===== config.mk =====
export PLATFORM = sky130hd
export DESIGN_NAME = level_alarm_classifier
export DESIGN_NICKNAME = d
export VERILOG_FILES = /design/src/rtl/level_alarm_classifier.sv
export SDC_FILE = /design/constraint.sdc
export NUM_CORES = 1
export LEC_CHECK = 0
export BUFFER_PORTS_ARGS = -buffer_cell sky130_fd_sc_hd__buf_2
export CORE_UTILIZATION = 35
export CTS_CLUSTER_SIZE = 28
export DETAILED_ROUTE_END_ITERATION = 8
export SLEW_MARGIN = 10
export SYNTH_ARGS = -nofsm -noshare
export SYNTH_HDL_FRONTEND = slang
export SYNTH_SLANG_ARGS = --single-unit

===== constraint.sdc =====
create_clock -name clk -period 3.6 [get_ports clk]
set_input_delay 0.18 -clock clk [delete_from_list [all_inputs] [get_ports clk]]
set_output_delay 0.18 -clock clk [all_outputs]
set_load 0.02 [all_outputs]

===== src/rtl/level_alarm_classifier.sv =====
// Level alarm classifier: turns filtered level samples into the 3-bit alarm code
// (OK/LOW/HIGH/ERROR), with hysteresis, debounce and range/config/timeout fault detection.
module level_alarm_classifier #(
    parameter int W         = 8,
    parameter int DEBOUNCE  = 4,
    parameter int HYST      = 2,
    parameter int MAX_VALID = 250,
    parameter int TIMEOUT   = 1000000
) (
    input  logic         clk,
    input  logic         reset,
    input  logic         sample_valid,
    input  logic [W-1:0] level,
    input  logic [W-1:0] low_thr,
    input  logic [W-1:0] high_thr,
    output logic [2:0]   alarm_code,
    output logic         alarm_change,
    output logic [1:0]   err_cause
);

    localparam int CW  = $clog2(DEBOUNCE + 1);
    localparam int TW  = $clog2(TIMEOUT);
    localparam int WP1 = W + 1;

    localparam logic [CW-1:0]  DEB_C   = CW'(DEBOUNCE);
    localparam logic [TW-1:0]  TMO_MAX = TW'(TIMEOUT - 1);
    localparam logic [WP1-1:0] HYST_E  = WP1'(HYST);
    localparam logic [WP1-1:0] MAXV_E  = WP1'(MAX_VALID);

    localparam logic [1:0] CAUSE_NONE  = 2'b00;
    localparam logic [1:0] CAUSE_RANGE = 2'b01;
    localparam logic [1:0] CAUSE_TMO   = 2'b10;
    localparam logic [1:0] CAUSE_CFG   = 2'b11;

    typedef enum logic [1:0] {
        S_OK   = 2'd0,
        S_LOW  = 2'd1,
        S_HIGH = 2'd2,
        S_ERR  = 2'd3
    } state_e;

    function automatic logic [2:0] state_code(input state_e s);
        case (s)
            S_OK:    state_code = 3'b000;
            S_LOW:   state_code = 3'b001;
            S_HIGH:  state_code = 3'b010;
            default: state_code = 3'b100;
        endcase
    endfunction

    // Error causes rank config > range > timeout; none ranks lowest.
    function automatic logic [1:0] cause_rank(input logic [1:0] c);
        case (c)
            CAUSE_CFG:   cause_rank = 2'd3;
            CAUSE_RANGE: cause_rank = 2'd2;
            CAUSE_TMO:   cause_rank = 2'd1;
            default:     cause_rank = 2'd0;
        endcase
    endfunction

    function automatic logic [WP1-1:0] sat_sub(input logic [WP1-1:0] a, input logic [WP1-1:0] b);
        sat_sub = (a >= b) ? (a - b) : '0;
    endfunction

    state_e         state_q, state_d, pend_q, pend_d, desired;
    logic [CW-1:0]  cnt_q, cnt_d, cnt_inc;
    logic [TW-1:0]  tmo_q, tmo_d;
    logic [1:0]     cause_q, cause_d, fault_cause;
    logic [2:0]     code_q, code_d;
    logic           change_q;
    logic           cfg_err, rng_err, tmo_err, fault;
    logic [WP1-1:0] low_hyst, high_hyst;

    // Desired state from the current sample; the exit bands are widened by HYST.
    always_comb begin
        low_hyst  = {1'b0, low_thr} + HYST_E;
        high_hyst = sat_sub({1'b0, high_thr}, HYST_E);
        desired   = S_OK;
        case (state_q)
            S_OK: begin
                if (level < low_thr)       desired = S_LOW;
                else if (level > high_thr) desired = S_HIGH;
                else                       desired = S_OK;
            end
            S_LOW: begin
                if (level > high_thr)                  desired = S_HIGH;
                else if ({1'b0, level} >= low_hyst)    desired = S_OK;
                else                                   desired = S_LOW;
            end
            S_HIGH: begin
                if (level < low_thr)                   desired = S_LOW;
                else if ({1'b0, level} <= high_hyst)   desired = S_OK;
                else                                   desired = S_HIGH;
            end
            default: desired = S_OK;
        endcase
    end

    always_comb begin
        state_d = state_q;
        pend_d  = pend_q;
        cnt_d   = cnt_q;
        cause_d = cause_q;

        cfg_err = (low_thr >= high_thr);
        rng_err = sample_valid && ({1'b0, level} > MAXV_E);
        tmo_err = !sample_valid && (tmo_q == TMO_MAX);
        fault   = cfg_err || rng_err || tmo_err;

        if (cfg_err)      fault_cause = CAUSE_CFG;
        else if (rng_err) fault_cause = CAUSE_RANGE;
        else if (tmo_err) fault_cause = CAUSE_TMO;
        else              fault_cause = CAUSE_NONE;

        if (sample_valid)          tmo_d = '0;
        else if (tmo_q == TMO_MAX) tmo_d = tmo_q;
        else                       tmo_d = tmo_q + TW'(1);

        // In ERROR every clean sample extends the exit run; otherwise the run tracks pending.
        if (state_q == S_ERR || desired == pend_q) cnt_inc = cnt_q + CW'(1);
        else                                       cnt_inc = CW'(1);

        if (fault) begin
            if (state_q != S_ERR) begin
                state_d = S_ERR;
                cause_d = fault_cause;
                cnt_d   = '0;
                pend_d  = S_OK;
            end else begin
                if (cause_rank(fault_cause) > cause_rank(cause_q)) cause_d = fault_cause;
                if (cfg_err || rng_err) cnt_d = '0;
            end
        end else if (sample_valid) begin
            if (state_q == S_ERR) begin
                if (cnt_inc == DEB_C) begin
                    state_d = S_OK;
                    pend_d  = S_OK;
                    cnt_d   = '0;
                    cause_d = CAUSE_NONE;
                end else begin
                    cnt_d = cnt_inc;
                end
            end else if (desired == state_q) begin
                cnt_d = '0;
            end else begin
                pend_d = desired;
                if (cnt_inc == DEB_C) begin
                    state_d = desired;
                    cnt_d   = '0;
                end else begin
                    cnt_d = cnt_inc;
                end
            end
        end

        code_d = state_code(state_d);
    end

    always_ff @(posedge clk) begin
        if (reset) begin
            state_q  <= S_OK;
            pend_q   <= S_OK;
            cnt_q    <= '0;
            tmo_q    <= '0;
            cause_q  <= CAUSE_NONE;
            code_q   <= 3'b000;
            change_q <= 1'b0;
        end else begin
            state_q  <= state_d;
            pend_q   <= pend_d;
            cnt_q    <= cnt_d;
            tmo_q    <= tmo_d;
            cause_q  <= cause_d;
            code_q   <= code_d;
            change_q <= (code_d != code_q);
        end
    end

    assign alarm_code   = code_q;
    assign alarm_change = change_q;
    assign err_cause    = cause_q;

endmodule


======== Word-level counts from Yosys, hierarchy flattened ========
Index checks and enable logic that the tools add are counted.
storage, ports and cells
  memories ................................ 0
  logic and storage cells ................. 100
  memory bits (read-only) ................. 0
  input port bits ......................... 27
  bits in latches ......................... 0
  memory bits (writable) .................. 0
  register bits after elaboration ......... 33
cells by class
  add/sub/neg operators ................... 4
  muxes and demuxes ....................... 44
  reduce and logical (&&, ||, !) cells .... 15
  order comparisons ....................... 8
  bitwise logic cells ..................... 0
  div/mod/pow operators ................... 0
  equality and inequality tests ........... 22
  shift operators ......................... 0
  $mul .................................... 0
operator list
  kind                                                   number
  two-way mux 2 bit                                      30
  two-way mux 3 bit                                      8
  adder 20 x 1 -> 20 bit, second input constant          1
  == test 20 bit, second input constant                  1
  one-hot mux 2 bit (3 select lines)                     3
  == test 2 bit, second input constant                   7
  adder 8 x 2 -> 9 bit, second input constant            1
  >= comparator 8 x 9 -> 1 bit                           1
  <= comparator 8 x 9 -> 1 bit                           1
  two-way mux 9 bit                                      1
  one-hot mux 3 bit (3 select lines)                     1
  subtractor 8 x 2 -> 9 bit, second input constant       1
  == test 2 x 1 -> 1 bit, second input constant          4
  >= comparator 8 x 2 -> 1 bit, second input constant    1
  >= comparator 8 bit                                    1
  greater-than comparator 8 bit                          1
  greater-than comparator 8 bit, second input constant   1
  less-than comparator 8 bit                             1
  AND reduction 4 bit                                    2
  inequality test 3 x 1 -> 1 bit, second input constant  2
  nonzero test 2 bit                                     3
  == test 2 bit                                          2
  zero test 2 bit                                        2
  adder 3 x 1 -> 3 bit, second input constant            1
  other kinds (13)                                       16

======== Logic depth before layout (Yosys ltp) ========
  depth in word-level cells ............... 18
  gate-level depth with buffers ........... 17

======== Worst setup path before layout ========
OpenSTA, ideal clock, no wires.
  path type ............................... in2reg
  start ................................... input port high_thr[1]
  end ..................................... register change_q (netlist: alarm_change)
  library setup time ...................... 0.133 ns
  stages .................................. 16
  arrival ................................. 3.358 ns
  path buffers ............................ 0
  path slack .............................. 0.109 ns
  cell sequence ........................... inv_1 ha_1 nor2b_1 nand2_1 or3_1 nand2_1 ha_1 a211oi_1 o21ai_0 o221a_4 o31a_1 o2111a_1 or3_1 and3_4 nor3_1 nor4_2
between the ends
  word-level cells in the longest chain between the ends .. 18
  elaborated cells on any way between the ends .. 30
  classes of those cells .................. 1 x add/sub; 4 x order compare; 6 x eq/ne; 15 x mux; 4 x reduce/logical
RTL lines
  element                                                                           RTL line  text
  start, declared                                                                   15        input logic [W-1:0] high_thr,
  subtractor 8 x 2 -> 9 bit / >= comparator 8 x 2 -> 1 bit (equally long branches)  62        sat_sub = (a >= b) ? (a - b) : '0;
  two-way mux 9 bit                                                                 62
  <= comparator 8 x 9 -> 1 bit                                                      92        else if ({1'b0, level} <= high_hyst) desired = S_OK;
  two-way mux 2 bit                                                                 92
  two-way mux 2 bit                                                                 91        if (level < low_thr) desired = S_LOW;
  one-hot mux 2 bit (3 select lines)                                                79        case (state_q)
  == test 2 bit                                                                     120       if (state_q == S_ERR || desired == pend_q) cnt_inc = cnt_q + CW'(1);
  logical OR 1 bit                                                                  120
  [2 not listed]                                                                    -
  two-way mux 2 bit                                                                 147       if (cnt_inc == DEB_C) begin
  two-way mux 2 bit                                                                 143       end else if (desired == state_q) begin
  two-way mux 2 bit                                                                 134       if (state_q == S_ERR) begin
  two-way mux 2 bit                                                                 133       end else if (sample_valid) begin
  two-way mux 2 bit (*)                                                             123       if (fault) begin
  == test 2 bit, or another cell as far along                                       43        case (s)
  one-hot mux 3 bit (3 select lines) (*)                                            43
  inequality test 3 bit (*)                                                         175       change_q <= (code_d != code_q);
  end signal, assigned                                                              175
  end, declared                                                                     70        logic change_q;
Mark *: on every way between the ends. The rest lies on a longest branch, timed or not.
A chain may end at the register's enable or synchronous reset.

======== Worst setup path after layout ========
  start ................................... input port high_thr[1]
  end ..................................... register code_q[1] (netlist: alarm_code[1])
between the ends
  word-level cells in the longest chain between the ends .. 17
  elaborated cells on any way between the ends .. 29
  classes of those cells .................. 1 x add/sub; 4 x order compare; 5 x eq/ne; 15 x mux; 4 x reduce/logical
RTL lines
  element                                                                           RTL line  text
  subtractor 8 x 2 -> 9 bit / >= comparator 8 x 2 -> 1 bit (equally long branches)  62
  two-way mux 9 bit                                                                 62
  <= comparator 8 x 9 -> 1 bit                                                      92
  two-way mux 2 bit                                                                 92
  two-way mux 2 bit                                                                 91
  one-hot mux 2 bit (3 select lines)                                                79
  == test 2 bit                                                                     120
  logical OR 1 bit                                                                  120
  two-way mux 3 bit                                                                 120
  == test 3 bit                                                                     135, 147
  two-way mux 2 bit                                                                 147
  two-way mux 2 bit                                                                 143
  two-way mux 2 bit                                                                 134
  two-way mux 2 bit                                                                 133
  two-way mux 2 bit (*)                                                             123
  == test 2 bit, or another cell as far along                                       43
  one-hot mux 3 bit (3 select lines) (*)                                            43
  end signal, assigned                                                              174       code_q <= code_d;
  end, declared                                                                     69        logic [2:0] code_q, code_d;
Marks and branches as above.

==> flow_summary.yaml <==
status:
  outcome: "finished, final reports clean"
cts:
  cts_tree: "yes"
  clk_latency_ns: 0.28
  path_clk_slew_ns: 0.07
  cts-resized-gates: 0
  cts_buffer_depth: 2
  post_cts_buffers: 0
  root_buffer: "clkbuf_8"
  hold_buffers: 0
  cts-htree-levels: 2
  cts_buffers: 5
  clock_sinks: 33
place:
  placed_cells: 515
  place.port_buffers: 32
  hpwl_um: 5470
  routabilityCongestion: 0.856
power_and_ir_drop:
  peakVddDrop_v: 0.000232
  leakagePower_uw: 0.00155
  p_per_area_nw_per_um2: 301
finish:
  final_nets: 489
  post-route-util: 0.418
  finalNonFillerCells: 522
  drive_above_1_share: 0.163
  area_growth_pct: 15.3
  diodes: 0
logic_synthesis:
  synthMostInstantiatedCell: "ha_1"
  synth_cells: 373
  synth.area.top_cells: "dfxtp_1 (22%), ha_1 (19%), nor2_1 (5.1%)"
  avgSynthCellArea_um2: 8.02
  ys_ff_latch: 33
  synth_area_leader_cell: "dfxtp_1"
  synth.cell_area_um2: 2990
  synth_cell_types: 60
  synth-edff-count: 0
  async_flop_share: 0
  seq_area_frac_synth: 0.221
  ys_warn_count: 0
  synth_common_cells: "ha_1 (45), nor2_1 (41), dfxtp_1 (33)"
  yosysTopAreaCellShare: 0.221
  syn-num-nets: 445
  synth-main-ff-cell: "dfxtp_1"
flow_run:
  drv_cap: 0
floorplan:
  die_h_um: 94.5
  fp.dieW_um: 94.5
  rows: 33
  coreArea_um2: 8260
  io_pins: 33
  die_area_um2: 8920
  start_util: 0.362
drt:
  wl_um: 6750
  dr_total_vias: 2772
  ant_nets: 0
  wl_per_cell_um: 12.9
  drc: 0
  via_per_inst: 5.31
  firstDrtPassIters: 4
  drtIter0Drc: 118
sta:
  slew_headroom: 0.746
  tns_ns: 0
  finalSetupViolCount: 0
  slew_viol_final: 0
  hold_viol_final: 0
  period_share: 0.935
  rsz0062_at_grt: "no"
  clock_skew_ns: 0.0117
  min_period_ns: 3.37
  worst_slew_pin_slew_ns: 0.378
  timing.fmax_mhz: 297
critical_path:
  worstPathRequired_ns: 3.78
  setup.worst_path.class: "in -> reg"
  startpoint_type: "primary input"
  arrival_ns: 3.55
  reg2reg_from: "tmo_q[10]"
  path_max_fanout: 4
  crit_start: "high_thr[1]"
  end_kind: "flip-flop"
grt:
  antenna_found_initial: 0
  grt_pass1_vias: 2761
  grt-ovfl-total: 0
  grt_max_degree: 21
  grt_usage: 0.163
  grt_pass1_wl_um: 11700
min_path:
  min-delay-start: "reset"
  hold_path.class: "in -> reg"
[state kept, by name, indices dropped and copies added, names as in the netlist]
register / count
state_q: 2
cnt_q: 3
alarm_code: 3
tmo_q: 20
err_cause: 2
alarm_change: 1
pend_q: 2
[layer usage]
layer  part of all wire  GRT usage  vias to the layer above
li1                   -          -                     1440
met1               0.47      0.197                     1281
met2               0.48      0.293                       39
met3              0.034     0.0346                       12
met4              0.012     0.0379                        0
met5                  0          0                        -
[kinds of logic after synthesis]
group	after synthesis	synth area share
xor gates and xnor gates	26	0.0761
AOI/OAI and AO/OA	78	0.181
adders and majority gates	45	0.188
muxes	3	0.0105
buffers and inverters	29	0.0380
DFF	33	0.221
and+or+nand+nor	159	0.285
[cell usage in the layout, fill, tap and decap left out, types with 14 or more instances in the layout]
cell / Yosys / layout
inv_1: 22 / 22
dfxtp_1: 33 / 33
nand2_1: 24 / 24
nand3_1: 17 / 17
ha_1: 45 / 45
buf_2: 1 / 32
a21oi_1: 21 / 21
xnor2_1: 14 / 14
nor2_1: 41 / 41
[report_power, final]
| group | switching (uW) | internal (uW) |
|---|---|---|
| combinational | 194 | 161 |
| sequential | 21.4 | 382 |
| clock | 131 | 151 |
| total | 346 | 694 |
[final cells by class]
class	instances	area, um^2
Fill cell	866	4810
Multi-Input combinational cell	311	2240
Sequential cell	33	661
Inverter	22	82.6
Timing Repair Buffer	44	250
Clock buffer	6	82.6
Tap cell	105	131
Clock inverter	1	7.51
[worst max-delay path: stages]
cell	delay, ns
buf_2	0.10
inv_1	0.07
ha_1	0.17
nor2b_1	0.19
nand2_1	0.08
or3_1	0.39
buf_4	0.16
nand2_1	0.06
ha_1	0.25
a21oi_1	0.15
o21ai_0	0.11
o221a_4	0.25
o31a_1	0.32
o2111a_1	0.27
or3_1	0.34
and3_4	0.19
nor2b_4	0.12
and2_1	0.15
[stage by stage]
step | hold WS [ns] | setup slack (ns) | cell area [um^2] | total power, uW
floorplan | 0.247 | 0.109 | 2990 | 655
global placement | 0.478 | 0.0326 | 3340 | 752
detailed placement | 0.481 | -0.0595 | 3340 | 760
CTS | 0.241 | 0.232 | 3430 | 1050
global route | 0.246 | 0.0128 | 3450 | 1120
finish | 0.243 | 0.233 | 3450 | 1040
[final timing paths]
kind | endpoint | slack, ns | depth (start not counted)
min | pend_q[0] | 0.24 | 2
max reg2reg | err_cause[0] | 0.99 | 11
min reg2reg | cnt_q[0] | 0.49 | 2
max | alarm_code[1] | 0.23 | 18
No activity file was read; power rests on OpenSTA's default activity.
